File: src/rtl/mem_port_arbiter_pkg.sv
// Shared types and default constants for the memory port arbiter.
// The optional address range check is enabled with ARB_ADDR_CHECK_EN.
package mem_arb_pkg;

  localparam int unsigned DEF_WORD_SIZE    = 32;
  localparam int unsigned DEF_IADDR_W      = 20;
  localparam int unsigned DEF_MEM_LAST     = 1048575;
  localparam int unsigned DEF_STARVE_LIMIT = 4;

  // The starvation counter is 4 bits wide, so the limit is capped at 15.
  localparam int unsigned STARVE_CNT_W     = 4;

  typedef enum logic [1:0] {
    IDLE    = 2'd0,
    ISSUE   = 2'd1,
    CAPTURE = 2'd2,
    RESP    = 2'd3
  } arb_state_e;

  typedef enum logic {
    OWN_IF = 1'b0,
    OWN_D  = 1'b1
  } arb_owner_e;

endpackage

File: src/rtl/mem_port_arbiter_if.sv
// Requester and memory-side signal bundle of the memory port arbiter.
// slave: arbiter view; master: requester/memory view.
interface mem_port_arbiter_if #(
  parameter int unsigned WORD_SIZE = mem_arb_pkg::DEF_WORD_SIZE,
  parameter int unsigned IADDR_W   = mem_arb_pkg::DEF_IADDR_W
);

  // Fetch requester
  logic                 if_req;
  logic [IADDR_W-1:0]   if_addr;
  logic                 if_gnt;
  logic [WORD_SIZE-1:0] if_rdata;
  logic                 if_rvalid;

  // Data requester
  logic                 d_req;
  logic                 d_we;
  logic [WORD_SIZE-1:0] d_addr;
  logic [WORD_SIZE-1:0] d_wdata;
  logic                 d_gnt;
  logic [WORD_SIZE-1:0] d_rdata;
  logic                 d_rvalid;
  logic                 d_err;

  // Unified memory
  logic [IADDR_W-1:0]   mem_i_address;
  logic                 mem_i_enable;
  logic [WORD_SIZE-1:0] mem_address;
  logic [WORD_SIZE-1:0] mem_data_in;
  logic                 mem_load;
  logic                 mem_store;
  logic [WORD_SIZE-1:0] mem_data_out;

  logic                 busy;

  modport slave (
    input  if_req, if_addr, d_req, d_we, d_addr, d_wdata, mem_data_out,
    output if_gnt, if_rdata, if_rvalid,
    output d_gnt, d_rdata, d_rvalid, d_err,
    output mem_i_address, mem_i_enable, mem_address, mem_data_in,
    output mem_load, mem_store, busy
  );

  modport master (
    output if_req, if_addr, d_req, d_we, d_addr, d_wdata, mem_data_out,
    input  if_gnt, if_rdata, if_rvalid,
    input  d_gnt, d_rdata, d_rvalid, d_err,
    input  mem_i_address, mem_i_enable, mem_address, mem_data_in,
    input  mem_load, mem_store, busy
  );

endinterface

File: src/rtl/mem_port_arbiter_starve_ctr.sv
// Saturating starvation counter: counts data grants made while a fetch
// waits, and flags when the fetch must be granted next.
module arb_starve_ctr
  import mem_arb_pkg::*;
#(
  parameter int unsigned LIMIT = DEF_STARVE_LIMIT
) (
  input  logic clock,
  input  logic reset_n,
  input  logic i_inc,
  input  logic i_clr,
  output logic o_at_limit
);

  localparam logic [STARVE_CNT_W-1:0] LIM = STARVE_CNT_W'(LIMIT);

  logic [STARVE_CNT_W-1:0] r_count;

  // Clear has priority over increment; the count holds once it reaches LIM.
  always_ff @(posedge clock) begin
    if (!reset_n) begin
      r_count <= '0;
    end else if (i_clr) begin
      r_count <= '0;
    end else if (i_inc && (r_count != LIM)) begin
      r_count <= r_count + STARVE_CNT_W'(1);
    end
  end

  assign o_at_limit = (r_count == LIM);

endmodule

File: src/rtl/mem_port_arbiter.sv
// Single-transaction arbiter in front of the unified memory. Serialises
// fetch and load/store requests, returns read data to the owner.
// Optional macro ARB_ADDR_CHECK_EN: data accesses above MEM_LAST are
// granted but suppressed at the memory and reported through d_err.
module mem_port_arbiter
  import mem_arb_pkg::*;
#(
  parameter int unsigned WORD_SIZE    = DEF_WORD_SIZE,
  parameter int unsigned IADDR_W      = DEF_IADDR_W,
  parameter int unsigned MEM_LAST     = DEF_MEM_LAST,
  parameter int unsigned STARVE_LIMIT = DEF_STARVE_LIMIT
) (
  input logic               clock,
  input logic               reset_n,
  mem_port_arbiter_if.slave bus
);

`ifdef ARB_ADDR_CHECK_EN
  localparam bit ADDR_CHECK = 1'b1;
`else
  localparam bit ADDR_CHECK = 1'b0;
`endif

  localparam logic [WORD_SIZE-1:0] LAST_ADDR = WORD_SIZE'(MEM_LAST);

  arb_state_e           r_state;
  arb_state_e           w_next_state;
  arb_owner_e           r_owner;
  logic                 r_we;
  logic                 r_err;
  logic [IADDR_W-1:0]   r_iaddr;
  logic [WORD_SIZE-1:0] r_daddr;
  logic [WORD_SIZE-1:0] r_wdata;
  logic [WORD_SIZE-1:0] r_if_rdata;
  logic [WORD_SIZE-1:0] r_d_rdata;

  logic w_grant_if;
  logic w_grant_d;
  logic w_at_limit;
  logic w_starve_inc;
  logic w_starve_clr;
  logic w_addr_oob;
  logic w_mem_i_enable;
  logic w_mem_load;
  logic w_mem_store;
  logic w_if_rvalid;
  logic w_d_rvalid;
  logic w_d_err;

  // Out-of-range flag; constant 0 when the check is compiled out.
  assign w_addr_oob = ADDR_CHECK && (bus.d_addr > LAST_ADDR);

  // Starvation bookkeeping: count data grants that bypass a waiting fetch.
  assign w_starve_inc = w_grant_d && bus.if_req;
  assign w_starve_clr = w_grant_if || ((r_state == IDLE) && !bus.if_req);

  arb_starve_ctr #(
    .LIMIT (STARVE_LIMIT)
  ) u_starve_ctr (
    .clock      (clock),
    .reset_n    (reset_n),
    .i_inc      (w_starve_inc),
    .i_clr      (w_starve_clr),
    .o_at_limit (w_at_limit)
  );

  // State register.
  always_ff @(posedge clock) begin
    if (!reset_n) begin
      r_state <= IDLE;
    end else begin
      r_state <= w_next_state;
    end
  end

  // Grant selection, next state and per-state memory strobes / responses.
  always_comb begin
    w_next_state   = r_state;
    w_grant_if     = 1'b0;
    w_grant_d      = 1'b0;
    w_mem_i_enable = 1'b0;
    w_mem_load     = 1'b0;
    w_mem_store    = 1'b0;
    w_if_rvalid    = 1'b0;
    w_d_rvalid     = 1'b0;
    w_d_err        = 1'b0;
    case (r_state)
      IDLE: begin
        // Grants are gated by reset so every output reads 0 while in reset.
        if (reset_n) begin
          if (bus.d_req && !(bus.if_req && w_at_limit)) begin
            w_grant_d = 1'b1;
          end else if (bus.if_req) begin
            w_grant_if = 1'b1;
          end
        end
        if (w_grant_d || w_grant_if) begin
          w_next_state = ISSUE;
        end
      end
      ISSUE: begin
        if (r_owner == OWN_IF) begin
          w_mem_i_enable = 1'b1;
          w_mem_load     = 1'b1;
          w_next_state   = CAPTURE;
        end else if (r_we) begin
          w_mem_store  = !r_err;
          w_d_err      = r_err;
          w_next_state = IDLE;
        end else begin
          w_mem_load   = !r_err;
          w_next_state = CAPTURE;
        end
      end
      CAPTURE: begin
        w_next_state = RESP;
      end
      RESP: begin
        if (r_owner == OWN_IF) begin
          w_if_rvalid = 1'b1;
        end else begin
          w_d_rvalid = 1'b1;
          w_d_err    = r_err;
        end
        w_next_state = IDLE;
      end
      default: begin
        w_next_state = IDLE;
      end
    endcase
  end

  // Request capture at grant and read-data capture in CAPTURE.
  always_ff @(posedge clock) begin
    if (!reset_n) begin
      r_owner    <= OWN_IF;
      r_we       <= 1'b0;
      r_err      <= 1'b0;
      r_iaddr    <= '0;
      r_daddr    <= '0;
      r_wdata    <= '0;
      r_if_rdata <= '0;
      r_d_rdata  <= '0;
    end else begin
      if (w_grant_if) begin
        r_owner <= OWN_IF;
        r_we    <= 1'b0;
        r_err   <= 1'b0;
        r_iaddr <= bus.if_addr;
      end
      if (w_grant_d) begin
        r_owner <= OWN_D;
        r_we    <= bus.d_we;
        r_err   <= w_addr_oob;
        r_daddr <= bus.d_addr;
        if (bus.d_we) begin
          r_wdata <= bus.d_wdata;
        end
      end
      if (r_state == CAPTURE) begin
        if (r_owner == OWN_IF) begin
          r_if_rdata <= bus.mem_data_out;
        end else begin
          r_d_rdata <= r_err ? '0 : bus.mem_data_out;
        end
      end
    end
  end

  assign bus.if_gnt        = w_grant_if;
  assign bus.if_rdata      = r_if_rdata;
  assign bus.if_rvalid     = w_if_rvalid;
  assign bus.d_gnt         = w_grant_d;
  assign bus.d_rdata       = r_d_rdata;
  assign bus.d_rvalid      = w_d_rvalid;
  assign bus.d_err         = w_d_err;
  assign bus.mem_i_address = r_iaddr;
  assign bus.mem_i_enable  = w_mem_i_enable;
  assign bus.mem_address   = r_daddr;
  assign bus.mem_data_in   = r_wdata;
  assign bus.mem_load      = w_mem_load;
  assign bus.mem_store     = w_mem_store;
  assign bus.busy          = (r_state != IDLE);

endmodule

File: src/flat_wrapper.sv
// flat-port wrapper written by rule: the top's interface ports become plain ports
module mem_port_arbiter_flat import mem_arb_pkg::*;
#(
  parameter int unsigned WORD_SIZE    = DEF_WORD_SIZE,
  parameter int unsigned IADDR_W      = DEF_IADDR_W,
  parameter int unsigned MEM_LAST     = DEF_MEM_LAST,
  parameter int unsigned STARVE_LIMIT = DEF_STARVE_LIMIT
)
  (clock, reset_n, bus_if_req, bus_if_addr, bus_d_req, bus_d_we, bus_d_addr, bus_d_wdata, bus_mem_data_out, bus_if_gnt, bus_if_rdata, bus_if_rvalid, bus_d_gnt, bus_d_rdata, bus_d_rvalid, bus_d_err, bus_mem_i_address, bus_mem_i_enable, bus_mem_address, bus_mem_data_in, bus_mem_load, bus_mem_store, bus_busy);
  mem_port_arbiter_if #(.WORD_SIZE(WORD_SIZE), .IADDR_W(IADDR_W)) bus_i ();
  input logic clock;
  input logic reset_n;
  input wire logic [$bits(bus_i.if_req)-1:0] bus_if_req;
  input wire logic [$bits(bus_i.if_addr)-1:0] bus_if_addr;
  input wire logic [$bits(bus_i.d_req)-1:0] bus_d_req;
  input wire logic [$bits(bus_i.d_we)-1:0] bus_d_we;
  input wire logic [$bits(bus_i.d_addr)-1:0] bus_d_addr;
  input wire logic [$bits(bus_i.d_wdata)-1:0] bus_d_wdata;
  input wire logic [$bits(bus_i.mem_data_out)-1:0] bus_mem_data_out;
  output wire logic [$bits(bus_i.if_gnt)-1:0] bus_if_gnt;
  output wire logic [$bits(bus_i.if_rdata)-1:0] bus_if_rdata;
  output wire logic [$bits(bus_i.if_rvalid)-1:0] bus_if_rvalid;
  output wire logic [$bits(bus_i.d_gnt)-1:0] bus_d_gnt;
  output wire logic [$bits(bus_i.d_rdata)-1:0] bus_d_rdata;
  output wire logic [$bits(bus_i.d_rvalid)-1:0] bus_d_rvalid;
  output wire logic [$bits(bus_i.d_err)-1:0] bus_d_err;
  output wire logic [$bits(bus_i.mem_i_address)-1:0] bus_mem_i_address;
  output wire logic [$bits(bus_i.mem_i_enable)-1:0] bus_mem_i_enable;
  output wire logic [$bits(bus_i.mem_address)-1:0] bus_mem_address;
  output wire logic [$bits(bus_i.mem_data_in)-1:0] bus_mem_data_in;
  output wire logic [$bits(bus_i.mem_load)-1:0] bus_mem_load;
  output wire logic [$bits(bus_i.mem_store)-1:0] bus_mem_store;
  output wire logic [$bits(bus_i.busy)-1:0] bus_busy;
  assign bus_i.if_req = bus_if_req;
  assign bus_i.if_addr = bus_if_addr;
  assign bus_i.d_req = bus_d_req;
  assign bus_i.d_we = bus_d_we;
  assign bus_i.d_addr = bus_d_addr;
  assign bus_i.d_wdata = bus_d_wdata;
  assign bus_i.mem_data_out = bus_mem_data_out;
  assign bus_if_gnt = bus_i.if_gnt;
  assign bus_if_rdata = bus_i.if_rdata;
  assign bus_if_rvalid = bus_i.if_rvalid;
  assign bus_d_gnt = bus_i.d_gnt;
  assign bus_d_rdata = bus_i.d_rdata;
  assign bus_d_rvalid = bus_i.d_rvalid;
  assign bus_d_err = bus_i.d_err;
  assign bus_mem_i_address = bus_i.mem_i_address;
  assign bus_mem_i_enable = bus_i.mem_i_enable;
  assign bus_mem_address = bus_i.mem_address;
  assign bus_mem_data_in = bus_i.mem_data_in;
  assign bus_mem_load = bus_i.mem_load;
  assign bus_mem_store = bus_i.mem_store;
  assign bus_busy = bus_i.busy;
  mem_port_arbiter #(.WORD_SIZE(WORD_SIZE), .IADDR_W(IADDR_W), .MEM_LAST(MEM_LAST), .STARVE_LIMIT(STARVE_LIMIT)) u_core (.clock(clock), .reset_n(reset_n), .bus(bus_i));
endmodule
File: config.mk
export PLATFORM = sky130hd
export DESIGN_NAME = mem_port_arbiter_flat
export DESIGN_NICKNAME = d
export VERILOG_FILES = /design/src/rtl/mem_port_arbiter_pkg.sv /design/src/rtl/mem_port_arbiter_if.sv /design/src/rtl/mem_port_arbiter_starve_ctr.sv /design/src/rtl/mem_port_arbiter.sv /design/src/flat_wrapper.sv
export SDC_FILE = /design/constraint.sdc
export NUM_CORES = 1
export LEC_CHECK = 0
export ABC_AREA = 1
export BUFFER_PORTS_ARGS = -buffer_cell sky130_fd_sc_hd__buf_2
export CORE_MARGIN = 4
export CORE_UTILIZATION = 30
export DETAILED_ROUTE_END_ITERATION = 6
export PLACE_DENSITY = 0.64
export SYNTH_ARGS = -nofsm -noshare
export SYNTH_HDL_FRONTEND = slang
export SYNTH_SLANG_ARGS = --single-unit
export TNS_END_PERCENT = 10
File: constraint.sdc
create_clock -name clock -period 1.29 [get_ports clock]
set_input_delay 0.258 -clock clock [delete_from_list [all_inputs] [get_ports clock]]
set_output_delay 0.258 -clock clock [all_outputs]
set_load 0.1 [all_outputs]
==> reports/qor.txt, run 1 <==
Overflow after GRT = 0
Violated checks = negative setup slack
Setup crit end = bus_d_gnt
CP Max Fanout = 2
Placement Setup Slack = -0.2497 ns
R2r startpoint = u_core.u_starve_ctr.r_count[1]$_SDFFE_PP0P_
Cells on worst reg2reg path = 12
Fraction of layout cells with a size suffix above 1 = 41.54%
XOR/XNOR share of the synthesized area = 0.3017%
Mapped Area = 5806 um^2
Pwr Density = 1329 nW/um^2
Final worst-path cycle share = 132.6%
TritonCTS Sinks = 156
Initial antenna violation count = 2
Fin. Hold Viols = 0
Mux cell area share after synthesis = 0%
RR Endpoint = u_core.bus.mem_data_in[8]$_SDFFE_PN0P_
# diodes = 0
CTS H-tree lvls = 4
Final std cells w/o fill = 1348
Synth area leader = dfxtp_1
DR pass1 iterations = 4
CTS tree = yes
R2R setup slack = -0.38 ns
Die Ht = 147.1 um
Die width = 147.1 um
CORE AREA = 18890 um^2
Syn nets = 894
Max_cap viols = 0
# hold bufs at CTS = 0
HPWL after detailed placement = 13910 um
Total Routing Usage GR = 17.62%
Slew HR = 59.24%
Minimum hold slack = 0.04044 ns
Clk Latency, worst-skew pair = 0.41 ns
Post-layout min period = 1.710 ns
Via count = 5861
Critical path capture point type = primary output
Post-route ant nets = 0
Std cell rows = 50
Total negative setup slack = -26.43 ns
Peak Freq = 584.7 MHz
Placed cells = 1291
Starting Density = 30.73%
Post-DP Area = 10060 um^2
Cell variety after synth = 23
Post-route setup slack = -0.4203 ns
Initial DRC Count = 231
FF+latch area = 3178 um^2
Placer Congestion = 0.7666
DRC viols = 0
Number of global-route vias before repair = 5825
Die ar. = 21640 um^2
Share of the synthesized area in the top cell type = 53.79%
Worst-Margin Slew = 0.6114 ns
Sequential area share after synthesis = 53.79%
Final-report setup violation count = 98
Cell count after synthesis = 771
DRT Wirelength = 19510 um
Simple-gate share of the synthesized area = 21.25%
Status = finished, violations left
Clk_skew = 0.008365 ns
FF+latch count, synth = 156
Buffers added on ports = 276
Vias per std cell = 4.348
Compound-Gate Fraction of Synth Area = 13.36%
Total power = 14.86 mW
Data required, critical path = 1.03 ns
Fin nets = 1198
Arr. time, crit path = 1.45 ns
Ranking of synthesized cells by area = dfxtp_1 54%, nand2_1 8.8%, o21ai_0 7.2%, nor2_1 7.0%, inv_1 6.5%
Ys Warns = 0
Worst path slowest cell = dfxtp_2
Largest family of logic cells by synthesized area = simple AND/OR/NAND/NOR gates
Type of the worst setup path = reg2out
Grt met2 use = 31.84%
Fillers = 1549
Hold wc startpoint = bus_d_addr[20]
LEAKAGE = 4.913 nW
DR WL/cell = 14.47 um
Sequence of cells on the critical path = inv_2 -> ha_4 -> nand4_4 -> nand2_4 -> nor2_4 -> buf_12
Footprint of the multi-input gates = 2273 um^2
Routing usage on met3 = 5.429%
Adder-Cell Fraction of Synth Area = 0.4310%
Fin util = 59.17%
CTS root buffer = clkbuf_16
Peak supply drop = 0.8654 mV
Worst setup SP type = flip-flop
Clock transition at path regs = 0.06 ns
Syn Area/Cell = 7.530 um^2
RSZ-0062 raised after global routing = true
CTS buffer count = 17
First-pass GRT wire length = 30620 um
GR peak layer = met2
Max-slew violation count = 0
Io pins = 278
Largest net degree at the start of global routing = 67
Final instance area = 11180 um^2
Area grow syn2layout = 92.57%
Met1 Resource Use GR = 19.65%
Hold Path Class = in2reg
Critical path's largest stage delay = 0.34 ns
Worst-case clock buffer depth = 2
Worst setup path startpoint = u_core.u_starve_ctr.r_count[1]$_SDFFE_PP0P_
flip-flops by register name (all words and copies together), names as in the netlist, named ones only:
name	count
u_core.r_owner	1
u_core.u_starve_ctr.r_count	4
u_core.r_state	1
u_core.bus.mem_address	32
u_core.r_we	1
u_core.bus.d_rdata	32
u_core.bus.mem_data_in	32
u_core.bus.mem_i_address	20
u_core.bus.if_rdata	32
layout by cell type (no fill, tap or decap), types with 2 or more instances in the layout:
master      count
clkbuf_8        3
dfxtp_1       116
xor2_1          2
o21ai_1        27
clkbuf_1        2
nand3_4         2
inv_2           4
clkbuf_16      19
dfxtp_4         2
nand3_1        40
a21oi_1        69
nand2_4         3
buf_2         119
nor2_2          4
o21ai_0        44
buf_4          32
clkinv_2        4
dfxtp_2        38
nand2_8         2
buf_12        166
nor3_1          2
nand3_2         2
nand2_1       131
inv_4           3
nor3_4          2
clkinvlp_4      2
nor2_1        102
nor2_4          4
o21ai_2        13
clkinv_4        3
inv_1          97
buf_16          3
nand4_1         2
nand2_2         3
buf_6          11
how the worst min path moves through the flow:
stage	endpoint	depth (start not counted)	slack (ns)
3_5_place_dp	u_core.bus.mem_address[17]$_SDFFE_PN0N_	3	0.46
4_1_cts	u_core.bus.mem_address[20]$_SDFFE_PN0N_	3	0.02
3_3_place_gp	u_core.bus.mem_address[10]$_SDFFE_PN0N_	3	0.45
5_1_grt	u_core.bus.mem_address[0]$_SDFFE_PN0N_	3	0.03
2_1_floorplan	u_core.bus.mem_address[22]$_SDFFE_PN0N_	2	0.36
6_report	u_core.bus.mem_address[20]$_SDFFE_PN0N_	3	0.04
Yosys cell counts:
| cell | count |
|---|---|
| nand4_1 | 2 |
| clkbuf_1 | 25 |
| xor2_1 | 2 |
| buf_6 | 2 |
| buf_4 | 4 |
| buf_1 | 3 |
| a21oi_1 | 71 |
| nand2_1 | 136 |
| nor2_4 | 2 |
| nor3_1 | 4 |
| or2_2 | 1 |
| buf_2 | 15 |
| conb_1 | 1 |
| nand2_4 | 1 |
| nand3_1 | 44 |
| nand2_2 | 2 |
| nand4_2 | 1 |
| nor2_1 | 108 |
| o21ai_0 | 84 |
| inv_1 | 100 |
| inv_2 | 5 |
| dfxtp_1 | 156 |
| ha_1 | 2 |
kinds of logic (layout without fill, tap and decap cells):
family / after synthesis / after routing
fa+ha+maj: 2 / 2
xor+xnor: 2 / 2
compound gates: 155 / 155
simple gates: 301 / 301
flops: 156 / 156
buf+inv: 154 / 471
other cells: 1 / 1
report_power, final:
group / leakage [nW] / switching, mW / internal [mW]
Sequential: 1.29 / 0.314 / 5.13
Clock: 0.276 / 1.95 / 2.81
Combinational: 3.35 / 3.00 / 1.65
area by class of cell:
| type | instances | area share (%) |
|---|---|---|
| repair buffers | 334 | 39.63 |
| flip-flops and latches | 156 | 28.43 |
| multi-input cells | 461 | 20.34 |
| clock buffers | 22 | 4.242 |
| inverters | 105 | 3.637 |
| well taps | 260 | 2.910 |
| clock inverters | 10 | 0.8170 |
critical path, delay by kind of cell (launching register included):
family | cells | cell delay (ns)
flip-flops | 1 | 0.34
adder cells (fa/ha/maj) | 1 | 0.16
AND/OR/NAND/NOR | 3 | 0.30
buffers and inverters | 2 | 0.24
per-layer routing:
layer  share of wire [%]  vias up  routed length [um]
met1                  39     2645                7573
met2                  52      164               10230
li1                    -     3018                   -
met3                 6.2       30                1215
met4                 2.4        4                 472
met5                0.11        -                  21
timing repair:
item / 4_1_cts / 5_1_grt
buffers inserted: 13 / 8
pin swaps: 8 / 5
endpoints found under the setup margin: 117 / 207
gates cloned: 5 / 2
gates resized for setup: 55 / 80
Power figures use the tool's default switching activity.
==> run 2, diff against run 1 <==
--- a/config.mk
+++ b/config.mk
@@ -7,6 +7,7 @@
 export LEC_CHECK = 0
 export ABC_AREA = 1
 export BUFFER_PORTS_ARGS = -buffer_cell sky130_fd_sc_hd__buf_2
+export CORE_ASPECT_RATIO = 0.8
 export CORE_MARGIN = 4
 export CORE_UTILIZATION = 30
 export DETAILED_ROUTE_END_ITERATION = 6
==> constraint.sdc (replaced) <==
create_clock -name clock -period 1.29 [get_ports clock]
set_input_delay 0 -clock clock [delete_from_list [all_inputs] [get_ports clock]]
set_output_delay 0 -clock clock [all_outputs]
set_load 0.1 [all_outputs]
==> run 2 against run 1 <==
Worst setup slack gained 0.067 ns. Combinational power shrank 12%. Wire length grew 2.1%. The run still ends with negative setup slack left. Via count grew 7.7%. Count of clock-buffer cells in the layout shrank 2. Design area shrank 9.2%. Maximum frequency grew 4.1%. Critical path depth grew 2. Cell count grew 7.9%. Sequential power shrank 3%. Register-to-register slack gained 0.03 ns.
==> reports/qor.txt, run 2 (synthesized netlist as in run 1, its figures left out) <==
Arr. time, crit path = 1.64 ns (+0.19 ns)
Largest net degree at the start of global routing = 101 (+51%)
NetSw = 5.289 mW (+0.46%)
Final-report setup violation count = 97 (-1.0%)
Slew HR = 58.90% (-0.34 points)
Die ar. = 21660 um^2 (about the same)
Max_cap viols = 0 (unchanged)
Post-route ant nets = 0 (unchanged)
Die width = 163.5 um (+11%)
Io pins = 278 (unchanged)
Clk_skew = 0.007111 ns (-0.001254 ns)
Total negative setup slack = -19.14 ns (+7.285 ns)
Type of the worst setup path = reg2out
Fraction of layout cells with a size suffix above 1 = 36.17% (-5.4 points)
Hold Path Stages = 4 (+1)
Placement Setup Slack = -0.2226 ns (+0.02710 ns)
RSZ-0062 raised after global routing = true
Number of global-route vias before repair = 5888 (+1.1%)
Final worst-path cycle share = 127.4% (-5.2 points)
Die Ht = 132.4 um (-10%)
Worst-case clock buffer depth = 2 (unchanged)
CP Max Fanout = 2 (unchanged)
HPWL after detailed placement = 12010 um (-14%)
CTS buffer count = 17 (unchanged)
Minimum hold slack = 0.05434 ns (+0.01390 ns)
Post-layout min period = 1.643 ns (-0.06686 ns)
Vias per std cell = 4.338 (-0.22%)
Via count = 6312 (+7.7%)
Combinational fraction of design power = 27.6% (-3.7 points)
Sw frac = 35.76% (+0.32 points)
LEAKAGE = 4.928 nW (+0.29%)
P_int = 9.504 mW (-0.94%)
Initial DRC Count = 333 (+44%)
Violated checks = negative setup slack
Seq pwr share = 35.6% (-1.1 points)
CTS root buffer = clkbuf_16
Clk Latency, worst-skew pair = 0.42 ns (about the same)
Data required, critical path = 1.29 ns (+0.26 ns)
Peak Freq = 608.5 MHz (+4.1%)
Commonest non-fill, non-tap cells in the layout = 267 x buf_2, 151 x dfxtp_1, 126 x nand2_1
Buffers added on ports = 276 (unchanged)
Area grow syn2layout = 74.81%
Fin util = 53.49% (-5.7 points)
# diodes = 0 (unchanged)
CORE AREA = 18970 um^2 (+0.43%)
DRC viols = 0 (unchanged)
Fillers = 1732 (+12%)
Post-route setup slack = -0.3535 ns (+0.06686 ns)
Grt met2 use = 27.60% (-4.2 points)
Pwr Density = 1458 nW/um^2 (+9.7%)
Worst-Margin Slew = 0.6164 ns (+0.005076 ns)
Max-slew violation count = 0 (unchanged)
Clock transition at path regs = 0.06 ns (about the same)
DR pass1 iterations = 6 (+2)
Met1 Resource Use GR = 18.85% (-0.80 points)
GR peak layer = met2
First-pass GRT wire length = 28730 um (-6.2%)
Fin nets = 1307 (+9.1%)
DR WL/cell = 13.69 um (-5.4%)
Fin. Hold Viols = 0 (unchanged)
Total Routing Usage GR = 16.20% (-1.4 points)
CTS H-tree lvls = 4 (unchanged)
Commonest non-fill, non-tap cell in the layout = buf_2
Starting Density = 30.60% (-0.13 points)
Placer Congestion = 0.7451 (-2.8%)
Status = finished, violations left
Overflow after GRT = 0 (unchanged)
Clock share of power = 36.8% (+4.8 points)
Peak supply drop = 0.8546 mV (-1.2%)
TritonCTS Sinks = 156 (unchanged)
Cells on worst reg2reg path = 10 (-2)
Std cell rows = 45 (-10%)
DRT Wirelength = 19920 um (+2.1%)
Initial antenna violation count = 2 (unchanged)
Routing usage on met3 = 5.668% (+0.24 points)
Total power = 14.79 mW (-0.44%)
CTS tree = yes
Worst setup SP type = flip-flop
Critical path capture point type = primary output
Hold Path Class = in2reg
==> run 2: cell count changes in the layout (fill, tap and decap cells not counted), moves of 10 or more <==
cell           change
nor2_2            +10
dlygate4sd3_1    +119
o21ai_1           +20
buf_12           -149
dfxtp_2           -34
nor2_1            -16
o21ai_0           -25
dfxtp_1           +35
buf_2            +148
==> run 2: worst max-delay path: stages (launching register included) <==
cell     delay, ns
dfxtp_2       0.33
inv_2         0.05
ha_4          0.16
nand4_4       0.08
nand2_4       0.08
buf_6         0.12
nor2_4        0.13
buf_12        0.12
buf_12        0.16
==> run 2: power groups by stage <==
stage | Clock [mW] | Combinational (mW) | Sequential (mW)
finish | 5.45 | 4.08 | 5.27
global route | 5.78 | 4.26 | 5.30
CTS | 5.58 | 3.95 | 5.27
detailed placement | 0 | 3.60 | 5.37
global placement | 0 | 3.58 | 5.36
floorplan | 0 | 0.784 | 7.38
==> run 2: worst paths after layout <==
path,slack (ns),end,from
setup / recovery,-0.35,bus_d_gnt,u_core.u_starve_ctr.r_count[0]$_SDFFE_PP0P_
hold / removal,0.05,u_core.u_starve_ctr.r_count[1]$_SDFFE_PP0P_,bus_if_req
setup reg to reg,-0.35,u_core.bus.mem_data_in[13]$_SDFFE_PN0P_,u_core.u_starve_ctr.r_count[0]$_SDFFE_PP0P_
hold reg to reg,0.44,u_core.bus.d_rdata[17]$_SDFFE_PN0P_,u_core.bus.d_rdata[17]$_SDFFE_PN0P_
==> run 2: layer usage <==
layer / share of wire, % / wire, um
met1: 42 / 8371
met2: 47 / 9463
met3: 8.3 / 1645
met4: 2.1 / 415
met5: 0.14 / 27
==> run 2: repair_timing <==
action                                  in CTS  in global routing
hold endpoints to repair                   151                  0
endpoints found under the setup margin      97                143
gates resized for setup                     53                 98
buffers inserted                             8                  5
hold buffers                               119                  0
gates cloned                                 0                  7
pin swaps                                    4                  8
==> run 2: per-stage QoR <==
stage / cells / area [um^2]
after global routing: 1455 / 10150
after CTS: 1444 / 9817
after global placement: 1285 / 7794
after detailed placement: 1285 / 7794
after floorplan: 771 / 5887
final: 1455 / 10150
==> run 2: layout make-up <==
cell class | instances | area, um^2 | area share, %
Timing Repair Buffer | 443 | 3299 | 32.51
Sequential cell | 156 | 3132 | 30.86
Multi-Input combinational cell | 461 | 2352 | 23.18
Clock buffer | 20 | 456.7 | 4.500
Inverter | 105 | 401.6 | 3.958
Tap cell | 258 | 322.8 | 3.181
Clock inverter | 12 | 183.9 | 1.812
